File: src/rtl/pos_ring_remote_gateway.sv
// Ring/remote gateway node: extracts ring slots to remote destinations,
// injects buffered remote packets into free slots, renormalises GCIDs.
module pos_ring_remote_gateway #(
    parameter int OFFSET_W   = 32,
    parameter int GCID_W     = 4,
    parameter int LIFE_W     = 5,
    parameter int NUM_REMOTE = 2,
    parameter int X_DIM      = 3,
    parameter int Y_DIM      = 3,
    parameter int Z_DIM      = 3,
    parameter int INJ_DEPTH  = 4
) (
    input  logic                           clk,
    input  logic                           rst,
    input  logic [2:0]                     i_local_node_id,
    input  logic [OFFSET_W-1:0]            i_ring_pkt,
    input  logic [3*GCID_W-1:0]            i_ring_gcid,
    input  logic [2:0]                     i_ring_node_id,
    input  logic [LIFE_W-1:0]              i_ring_life,
    input  logic [NUM_REMOTE*LIFE_W-1:0]   i_ring_split,
    input  logic [NUM_REMOTE-1:0]          i_rem_bp,
    input  logic                           i_inj_valid,
    output logic                           o_inj_ready,
    input  logic [OFFSET_W-1:0]            i_inj_pkt,
    input  logic [3*GCID_W-1:0]            i_inj_gcid,
    input  logic [LIFE_W-1:0]              i_inj_life,
    output logic [OFFSET_W-1:0]            o_ring_pkt,
    output logic [3*GCID_W-1:0]            o_ring_gcid,
    output logic [2:0]                     o_ring_node_id,
    output logic [LIFE_W-1:0]              o_ring_life,
    output logic [NUM_REMOTE*LIFE_W-1:0]   o_ring_split,
    output logic [OFFSET_W-1:0]            o_rem_pkt,
    output logic [3*GCID_W-1:0]            o_rem_gcid,
    output logic [NUM_REMOTE-1:0]          o_rem_valid,
    output logic [NUM_REMOTE*LIFE_W-1:0]   o_rem_life,
    output logic [$clog2(INJ_DEPTH):0]     o_inj_count,
    output logic                           o_node_empty,
    output logic                           o_err_underflow
);

    localparam int PW  = $clog2(INJ_DEPTH);
    localparam int CW  = PW + 1;
    localparam int SW  = LIFE_W + $clog2(NUM_REMOTE);
    localparam int GW3 = 3 * GCID_W;
    localparam int SPW = NUM_REMOTE * LIFE_W;

    logic [OFFSET_W-1:0] ring_pkt_q, ring_pkt_d;
    logic [GW3-1:0]      ring_gcid_q, ring_gcid_d;
    logic [2:0]          ring_node_q, ring_node_d;
    logic [LIFE_W-1:0]   ring_life_q, ring_life_d;
    logic [SPW-1:0]      ring_split_q, ring_split_d;
    logic [OFFSET_W-1:0] rem_pkt_q, rem_pkt_d;
    logic [GW3-1:0]      rem_gcid_q, rem_gcid_d;
    logic [NUM_REMOTE-1:0] rem_valid_q, rem_valid_d;
    logic [SPW-1:0]      rem_life_q, rem_life_d;
    logic                err_q;
    logic [CW-1:0]       cnt_q;
    logic [PW-1:0]       rd_q, wr_q;

    logic [OFFSET_W-1:0] mem_pkt  [INJ_DEPTH];
    logic [GW3-1:0]      mem_gcid [INJ_DEPTH];
    logic [LIFE_W-1:0]   mem_life [INJ_DEPTH];

    logic [NUM_REMOTE-1:0] serve;
    logic [SW-1:0]       sum;
    logic [SPW-1:0]      split_kept;
    logic [SW-1:0]       life_ext;
    logic                under;
    logic [LIFE_W-1:0]   left;
    logic                keep;
    logic                fifo_empty, fifo_full, push, pop;
    logic [GW3-1:0]      head_gcid, inj_gcid, rem_gcid;
    logic [2:0]          inj_node;

    always_comb begin
        serve      = '0;
        sum        = '0;
        split_kept = i_ring_split;
        rem_life_d = '0;
        for (int d = 0; d < NUM_REMOTE; d++) begin
            serve[d] = (i_ring_split[d*LIFE_W +: LIFE_W] != '0)
                     && !i_rem_bp[d] && (i_ring_life != '0);
            if (serve[d]) begin
                sum = sum + SW'(i_ring_split[d*LIFE_W +: LIFE_W]);
                rem_life_d[d*LIFE_W +: LIFE_W] = i_ring_split[d*LIFE_W +: LIFE_W];
                split_kept[d*LIFE_W +: LIFE_W] = '0;
            end
        end
    end

    assign life_ext = SW'(i_ring_life);
    assign under    = sum > life_ext;
    assign left     = under ? '0 : LIFE_W'(life_ext - sum);
    assign keep     = left != '0;

    assign fifo_empty = cnt_q == '0;
    assign fifo_full  = cnt_q == CW'(INJ_DEPTH);
    assign push       = i_inj_valid && !fifo_full;
    assign pop        = !keep && !fifo_empty;
    assign head_gcid  = mem_gcid[rd_q];

    // Per axis: remote-frame offset for extraction, local-frame fold for injection.
    for (genvar a = 0; a < 3; a++) begin : g_axis
        localparam int DI = (a == 0) ? X_DIM : ((a == 1) ? Y_DIM : Z_DIM);
        localparam logic [GCID_W-1:0] DIM = GCID_W'(DI);
        logic [GCID_W-1:0] hc, rc;
        logic              l, r;
        assign l  = i_local_node_id[2-a];
        assign hc = head_gcid[a*GCID_W +: GCID_W];
        assign rc = i_ring_gcid[a*GCID_W +: GCID_W];
        assign r  = hc >= DIM;
        assign inj_gcid[a*GCID_W +: GCID_W] =
            (l && r) ? hc - DIM : ((!l || r) ? hc : hc + DIM);
        assign inj_node[2-a] = r;
        assign rem_gcid[a*GCID_W +: GCID_W] = rc + (l ? DIM : '0);
    end

    always_comb begin
        ring_pkt_d   = '0;
        ring_gcid_d  = '0;
        ring_node_d  = '0;
        ring_life_d  = '0;
        ring_split_d = '0;
        if (keep) begin
            ring_pkt_d   = i_ring_pkt;
            ring_gcid_d  = i_ring_gcid;
            ring_node_d  = i_ring_node_id;
            ring_life_d  = left;
            ring_split_d = split_kept;
        end else if (!fifo_empty) begin
            ring_pkt_d  = mem_pkt[rd_q];
            ring_gcid_d = inj_gcid;
            ring_node_d = inj_node;
            ring_life_d = mem_life[rd_q];
        end
    end

    assign rem_valid_d = serve;
    assign rem_pkt_d   = (|serve) ? i_ring_pkt : '0;
    assign rem_gcid_d  = (|serve) ? rem_gcid : '0;

    always_ff @(posedge clk) begin
        if (rst) begin
            ring_pkt_q   <= '0;
            ring_gcid_q  <= '0;
            ring_node_q  <= '0;
            ring_life_q  <= '0;
            ring_split_q <= '0;
            rem_pkt_q    <= '0;
            rem_gcid_q   <= '0;
            rem_valid_q  <= '0;
            rem_life_q   <= '0;
            err_q        <= 1'b0;
            cnt_q        <= '0;
            rd_q         <= '0;
            wr_q         <= '0;
        end else begin
            ring_pkt_q   <= ring_pkt_d;
            ring_gcid_q  <= ring_gcid_d;
            ring_node_q  <= ring_node_d;
            ring_life_q  <= ring_life_d;
            ring_split_q <= ring_split_d;
            rem_pkt_q    <= rem_pkt_d;
            rem_gcid_q   <= rem_gcid_d;
            rem_valid_q  <= rem_valid_d;
            rem_life_q   <= rem_life_d;
            err_q        <= err_q | under;
            cnt_q        <= cnt_q + CW'(push) - CW'(pop);
            if (push) wr_q <= wr_q + PW'(1);
            if (pop)  rd_q <= rd_q + PW'(1);
        end
    end

    always_ff @(posedge clk) begin
        if (push) begin
            mem_pkt[wr_q]  <= i_inj_pkt;
            mem_gcid[wr_q] <= i_inj_gcid;
            mem_life[wr_q] <= i_inj_life;
        end
    end

    assign o_ring_pkt      = ring_pkt_q;
    assign o_ring_gcid     = ring_gcid_q;
    assign o_ring_node_id  = ring_node_q;
    assign o_ring_life     = ring_life_q;
    assign o_ring_split    = ring_split_q;
    assign o_rem_pkt       = rem_pkt_q;
    assign o_rem_gcid      = rem_gcid_q;
    assign o_rem_valid     = rem_valid_q;
    assign o_rem_life      = rem_life_q;
    assign o_inj_count     = cnt_q;
    assign o_err_underflow = err_q;
    assign o_inj_ready     = !fifo_full;
    assign o_node_empty    = i_ring_life == '0;

endmodule

File: config.mk
export PLATFORM = sky130hd
export DESIGN_NAME = pos_ring_remote_gateway
export DESIGN_NICKNAME = d
export VERILOG_FILES = /design/src/rtl/pos_ring_remote_gateway.sv
export SDC_FILE = /design/constraint.sdc
export NUM_CORES = 1
export LEC_CHECK = 0
export BUFFER_PORTS_ARGS = -buffer_cell sky130_fd_sc_hd__buf_2
export CAP_MARGIN = 20
export CORE_MARGIN = 1.5
export CORE_UTILIZATION = 34
export CTS_CLUSTER_SIZE = 30
export DETAILED_ROUTE_END_ITERATION = 16
export PLACE_DENSITY = 0.57
export SLEW_MARGIN = 20
export SYNTH_ARGS = -nofsm -noshare
export SYNTH_HDL_FRONTEND = slang
export SYNTH_SLANG_ARGS = --single-unit
File: constraint.sdc
create_clock -name clk -period 8.15 [get_ports clk]
set_input_delay 0.4075 -clock clk [delete_from_list [all_inputs] [get_ports clk]]
set_output_delay 0.4075 -clock clk [all_outputs]
set_load 0.02 [all_outputs]
---- Word-level counts from Yosys, hierarchy flattened ----
Memory sizes are Yosys's and may differ from the RTL's. A register that Yosys moved wholly into a read port is not among the register bits.
Index checks and enable logic that the tools add are counted.
word-level totals
  register bits after elaboration ......... 126
  bits in writable memories ............... 196
  input port bits ......................... 119
  output and inout port bits .............. 124
  word-level logic and storage cells ...... 103
  memories ................................ 3
memory list
  name      words  bits a word  read ports  clocked after memory_dff  wr ports  RTL line  RTL
  mem_pkt   4      32           1           1                         1         60        logic [OFFSET_W-1:0] mem_pkt [INJ_DEPTH];
  mem_gcid  4      12           1           1                         1         61        logic [GW3-1:0] mem_gcid [INJ_DEPTH];
  mem_life  4      5            1           1                         1         62        logic [LIFE_W-1:0] mem_life [INJ_DEPTH];
cells by class
  add/subtract/negate cells ............... 15
  magnitude comparators ................... 4
  eq/ne operators ......................... 1
  mux-type cells .......................... 28
  bitwise gates (word level) .............. 5
  reductions and logical operators ........ 32
operators by type and width
  cell                                                 count
  two-way mux 32 bit                                   2
  two-way mux 12 bit                                   2
  two-way mux 4 bit                                    6
  two-way mux 5 bit                                    4
  nonzero test 5 bit                                   4
  two-way mux 2 bit                                    9
  adder 4 x 2 -> 4 bit                                 3
  adder 4 x 2 -> 4 bit, second input constant          3
  >= comparator 4 x 2 -> 1 bit, second input constant  3
  subtractor 4 x 2 -> 4 bit, second input constant     3
  logical AND 1 bit                                    9
  zero test 1 bit                                      8
  OR reduction 2 bit                                   4
  adder 6 x 5 -> 6 bit                                 1
  greater-than comparator 6 x 5 -> 1 bit               1
  two-way mux 3 bit                                    2
  two-way mux 6 bit                                    1
  OR reduction 3 bit                                   2
  zero test 5 bit                                      1
  subtractor 5 bit                                     1
  adder 2 x 1 -> 2 bit, second input constant          2
  NOT 1 bit                                            4
  adder 3 x 1 -> 3 bit                                 1
  equality test 3 bit, second input constant           1
  other kinds (5)                                      8

---- Logic depth before layout (Yosys ltp) ----
  depth in word-level cells ............... 13
  depth in mapped cells ................... 28
  gate-level depth less buffers ........... 26

---- Worst setup path before layout ----
Ideal clock, no wire load.
  path type ............................... input to register
  start ................................... in i_ring_life[0]
  end ..................................... reg cnt_q[2], in the netlist o_inj_count[2]
  library setup time ...................... 0.128 ns
  arrival time ............................ 5.182 ns
  data required time ...................... 8.022 ns
  slack ................................... 2.840 ns
  stages on the path ...................... 26
  path through ............................ or4_4 nor2_4 nor3_1 clkbuf_1 nand2_1 inv_1 ha_1 a21o_1 a21oi_1 xnor2_1 mux2_2 ha_1 nor2_1 a21oi_1 xor2_1 or4b_1 buf_2 a21oi_4 ha_1 inv_1 ha_1 inv_1 fa_1 xor2_1 xnor2_1 nor2_1
between the ends
  word-level cells in the longest chain between the ends .. 11
  elaborated cells between the ends (all ways) .. 13
RTL lines
  item                                                                               RTL line  RTL
  start: declaration                                                                 19        input logic [LIFE_W-1:0] i_ring_life,
  nonzero test 5 bit                                                                 82        && !i_rem_bp[d] && (i_ring_life != '0);
  logical AND 1 bit                                                                  82
  two-way mux 5 bit                                                                  83        if (serve[d]) begin
  adder 6 x 5 -> 6 bit                                                               84        sum = sum + SW'(i_ring_split[d*LIFE_W +: LIFE_W]);
  two-way mux 6 bit                                                                  83
  subtractor 5 bit / greater-than comparator 6 x 5 -> 1 bit (equally long branches)  93, 92
  two-way mux 5 bit (*)                                                              93        assign left = under ? '0 : LIFE_W'(life_ext - sum);
  nonzero test 5 bit (*)                                                             94        assign keep = left != '0;
  zero test 1 bit (*)                                                                99        assign pop = !keep && !fifo_empty;
  logical AND 1 bit (*)                                                              99
  net pop                                                                            71        logic fifo_empty, fifo_full, push, pop;
  subtractor 3 x 1 -> 3 bit (*)                                                      168       cnt_q <= cnt_q + CW'(push) - CW'(pop);
  end signal: assignment                                                             168
  end: declaration                                                                   57        logic [CW-1:0] cnt_q;
Mark *: on every way through the listed nets, which the timed path passes. The rest lies on a longest branch.
A chain may end at the register's enable or synchronous reset.

---- Final worst setup path ----
  start ................................... in i_ring_life[3]
  end ..................................... reg cnt_q[2], in the netlist o_inj_count[2]
The elaborated chain is that of the path after synthesis.

==> metrics <==
outcome=completed; minimum clock period=5.19 ns; design area=0.0156 sq mm; WL per Instance=20.0 microns; fraction of layout cells with a size suffix above 1=34.2%; DR iter-0 viols=357; Post-DP HPWL=19.8 mm; Ports=243; number of enable flip-flop cells after synthesis=196; relative slew slack=28.3%; crit share post-route=63.7%; compound-gate portion of the synthesized area=6.93%; post-CTS setup buffers=0; post-synthesis adder-cell area fraction=4.09%; library cells used by synthesis=57; Reg2Reg Depth=8; setup violators final=0; Clk pin slew, worst setup/hold paths=0.06 ns; Max IR drop VDD=0.140 mV; H-tree Lvls=2; RSZ-0062 raised after global routing=no; Cell Chain, Critical Path=buf_2 -> or4_4 -> nor2_4 -> nor3_2 -> and2_1 -> ha_1 -> inv_1 -> fa_1 -> nor2_1 -> o21bai_1 -> fa_1 -> nand2b_1 -> a21oi_1 -> xor2_1 -> or4b_2 -> a21oi_4 -> ha_1 -> inv_1 -> ha_1 -> inv_1 -> fa_1 -> xor2_1 -> xnor2_1 -> nor2_1; main combinational cell family by area after synthesis=multiplexers; routed via count=7874; R2R setup slack=4.99 ns; root buffer selected by CTS=clkbuf_16; Hold Startpoint=i_ring_pkt[11]; static leakage=6.12 nW; syn_area_per_cell=14.7 sq um; total CTS buffers=37; worst skew pair latency=0.54 ns; area of the multi-input gates=0.00391 sq mm; Net Count, Synth=1026; FP Rows=70; largest cells by area after synthesis=edfxtp_1 46%, dfxtp_1 20%, mux4_2 8.3%; Hold Path Depth=2; Synth Flop Type=edfxtp_1; Yosys top cell area share=46.2%; mapped cell area=0.0127 sq mm; placed inst area=0.0144 sq mm; Filler cells=3417; Top delay family on crit path=simple AND/OR/NAND/NOR gates; skew final=0.0194 ns; setup_tns=0 ns; Die Width=197 microns; crit path buf inv count=4; top-count cell post-synth=edfxtp_1; Final Hold Viols=0; hold endpoint=o_rem_pkt[11]; initial antenna violation count=7; ANT nets after route=0; critical path class=in -> reg; core region area=0.0368 sq mm; cell count after synthesis=869; Max Cap Violations=0; storage element area=0.00845 sq mm; fraction of registers with async set/reset=0%; Area Overhead vs Synth=22.5%; clk sink count=324; Max Slew Vio Count=0; Synth Register Bits=324; DRC errors left=0; CP Capture Type=flip-flop; Critical Path RT=8.53 ns; largest area contributor in the netlist=edfxtp_1; Pre-antenna DRT Iters=4; Post-Synth XOR/XNOR Area=1.44%; GP Congestion=0.827; Die Area=0.0386 sq mm; CP max FO=11; Final #Nets=1267; Initial Util=34.6%; Vias/cell=4.89; Routed WL=32.2 mm; Total GRT Usage=16.8%; die height=197 microns; Simple-Gate Fraction of Synth Area=8.79%; Port Buffers=242; CTS tree=done; FF-to-FF End=o_ring_gcid[5]; Commonest cells post-synth=196 x edfxtp_1, 128 x dfxtp_1, 61 x a21oi_1; largest net degree at the start of global routing=72; Slowest-stage cell, CP=or4b_2; YS warnings=0; mux cell area share after synthesis=9.17%; Pwr Density=307 mW/mm^2; CTS max path bufs=3; maximum clock rate=193 MHz; Critical Path AT=5.57 ns; hold buffer count at cts=0; Worst setup SP type=primary input; global route overflow=0; Hold WS=0.0788 ns; post-CTS resize count=0; first-pass GRT wire length=48.5 mm; Worst Hold Class=in -> reg; vias in the first global route=8170; post-synthesis sequential area ratio=66.3%; CP max stage delay=0.72 ns; Least-Margin Pin Slew=1.07 ns
sequential cells by signal, indices dropped and copies added (netlist names), 3 cells and up, named ones only:
signal,flops
mem_pkt,128
o_ring_gcid,12
o_inj_count,3
o_rem_life,10
o_rem_pkt,32
o_ring_pkt,32
o_ring_split,10
o_ring_node_id,3
o_ring_life,5
mem_life,20
o_rem_gcid,12
mem_gcid,48
through the flow:
stage | setup slack [ns] | std cells | utilization [%] | power [W]
2_1_floorplan | 2.84 | 869 | - | 0.00287
3_3_place_gp | 2.16 | 1539 | 39.1 | 0.00323
3_5_place_dp | 2.03 | 1539 | 39.1 | 0.00323
4_1_cts | 2.59 | 1606 | 42.4 | 0.00485
5_1_grt | 2.51 | 1607 | 42.4 | 0.00502
6_report | 2.96 | 1610 | 42.4 | 0.00479
cell type report:
cell class                 instances  area share [%]
clock buffer                      53            7.07
timing repair buffer             254            8.36
antenna                            4          0.0642
tap                              468            3.75
inverter                          40           0.963
multi-input combinational        453            25.0
sequential                       324            54.2
clock inverter                    14           0.554
cell families after synthesis:
| group | Yosys count |
|---|---|
| buf+inv | 92 |
| fa+ha+maj | 38 |
| xor+xnor | 21 |
| simple gates | 198 |
| flops | 324 |
| mux | 54 |
| compound gates | 142 |
layer usage:
layer,global-route usage [%],part of all wire [%],vias to the layer above
li1,-,-,3711
met1,23.2,47,3885
met3,3.61,5.5,52
met2,26.3,45,222
met4,5.93,2.2,4
met5,0,0.068,-
power by group:
part           switching (W)  leakage [nW]  internal, W
clock network       0.000660         0.591     0.000945
logic               0.000704          2.67     0.000452
registers          0.0000817          2.85      0.00195
cell usage in the layout (no fill, tap or decap), drive strengths merged, types with 3 or more instances in the layout:
cell	instances
buf	254
edfxtp	196
dfxtp	128
a21oi	62
and2	54
clkbuf	53
nand3	50
mux4	49
inv	42
nor2	39
o211ai	35
ha	32
o21ai	23
nand2	16
xnor2	12
clkinv	11
xor2	9
nor2b	8
and3	8
nor3	7
fa	6
mux2	5
diode	4
nand2b	4
a21o	4
a211oi	4
a211o	3
o31ai	3
nor4	3
worst max-delay path by stage:
| stage | endpoint | start | slack (ns) | depth (start not counted) |
|---|---|---|---|---|
| 6_report | o_inj_count[2] | i_ring_life[3] | 2.96 | 24 |
| 5_1_grt | o_inj_count[2] | i_ring_life[3] | 2.51 | 26 |
| 4_1_cts | o_inj_count[2] | i_ring_life[3] | 2.59 | 26 |
| 3_5_place_dp | o_inj_count[2] | i_ring_life[3] | 2.03 | 26 |
| 3_3_place_gp | o_inj_count[2] | i_ring_life[3] | 2.16 | 24 |
| 2_1_floorplan | o_inj_count[2] | i_ring_life[0] | 2.84 | 26 |
(Power assumes the default switching activity.)
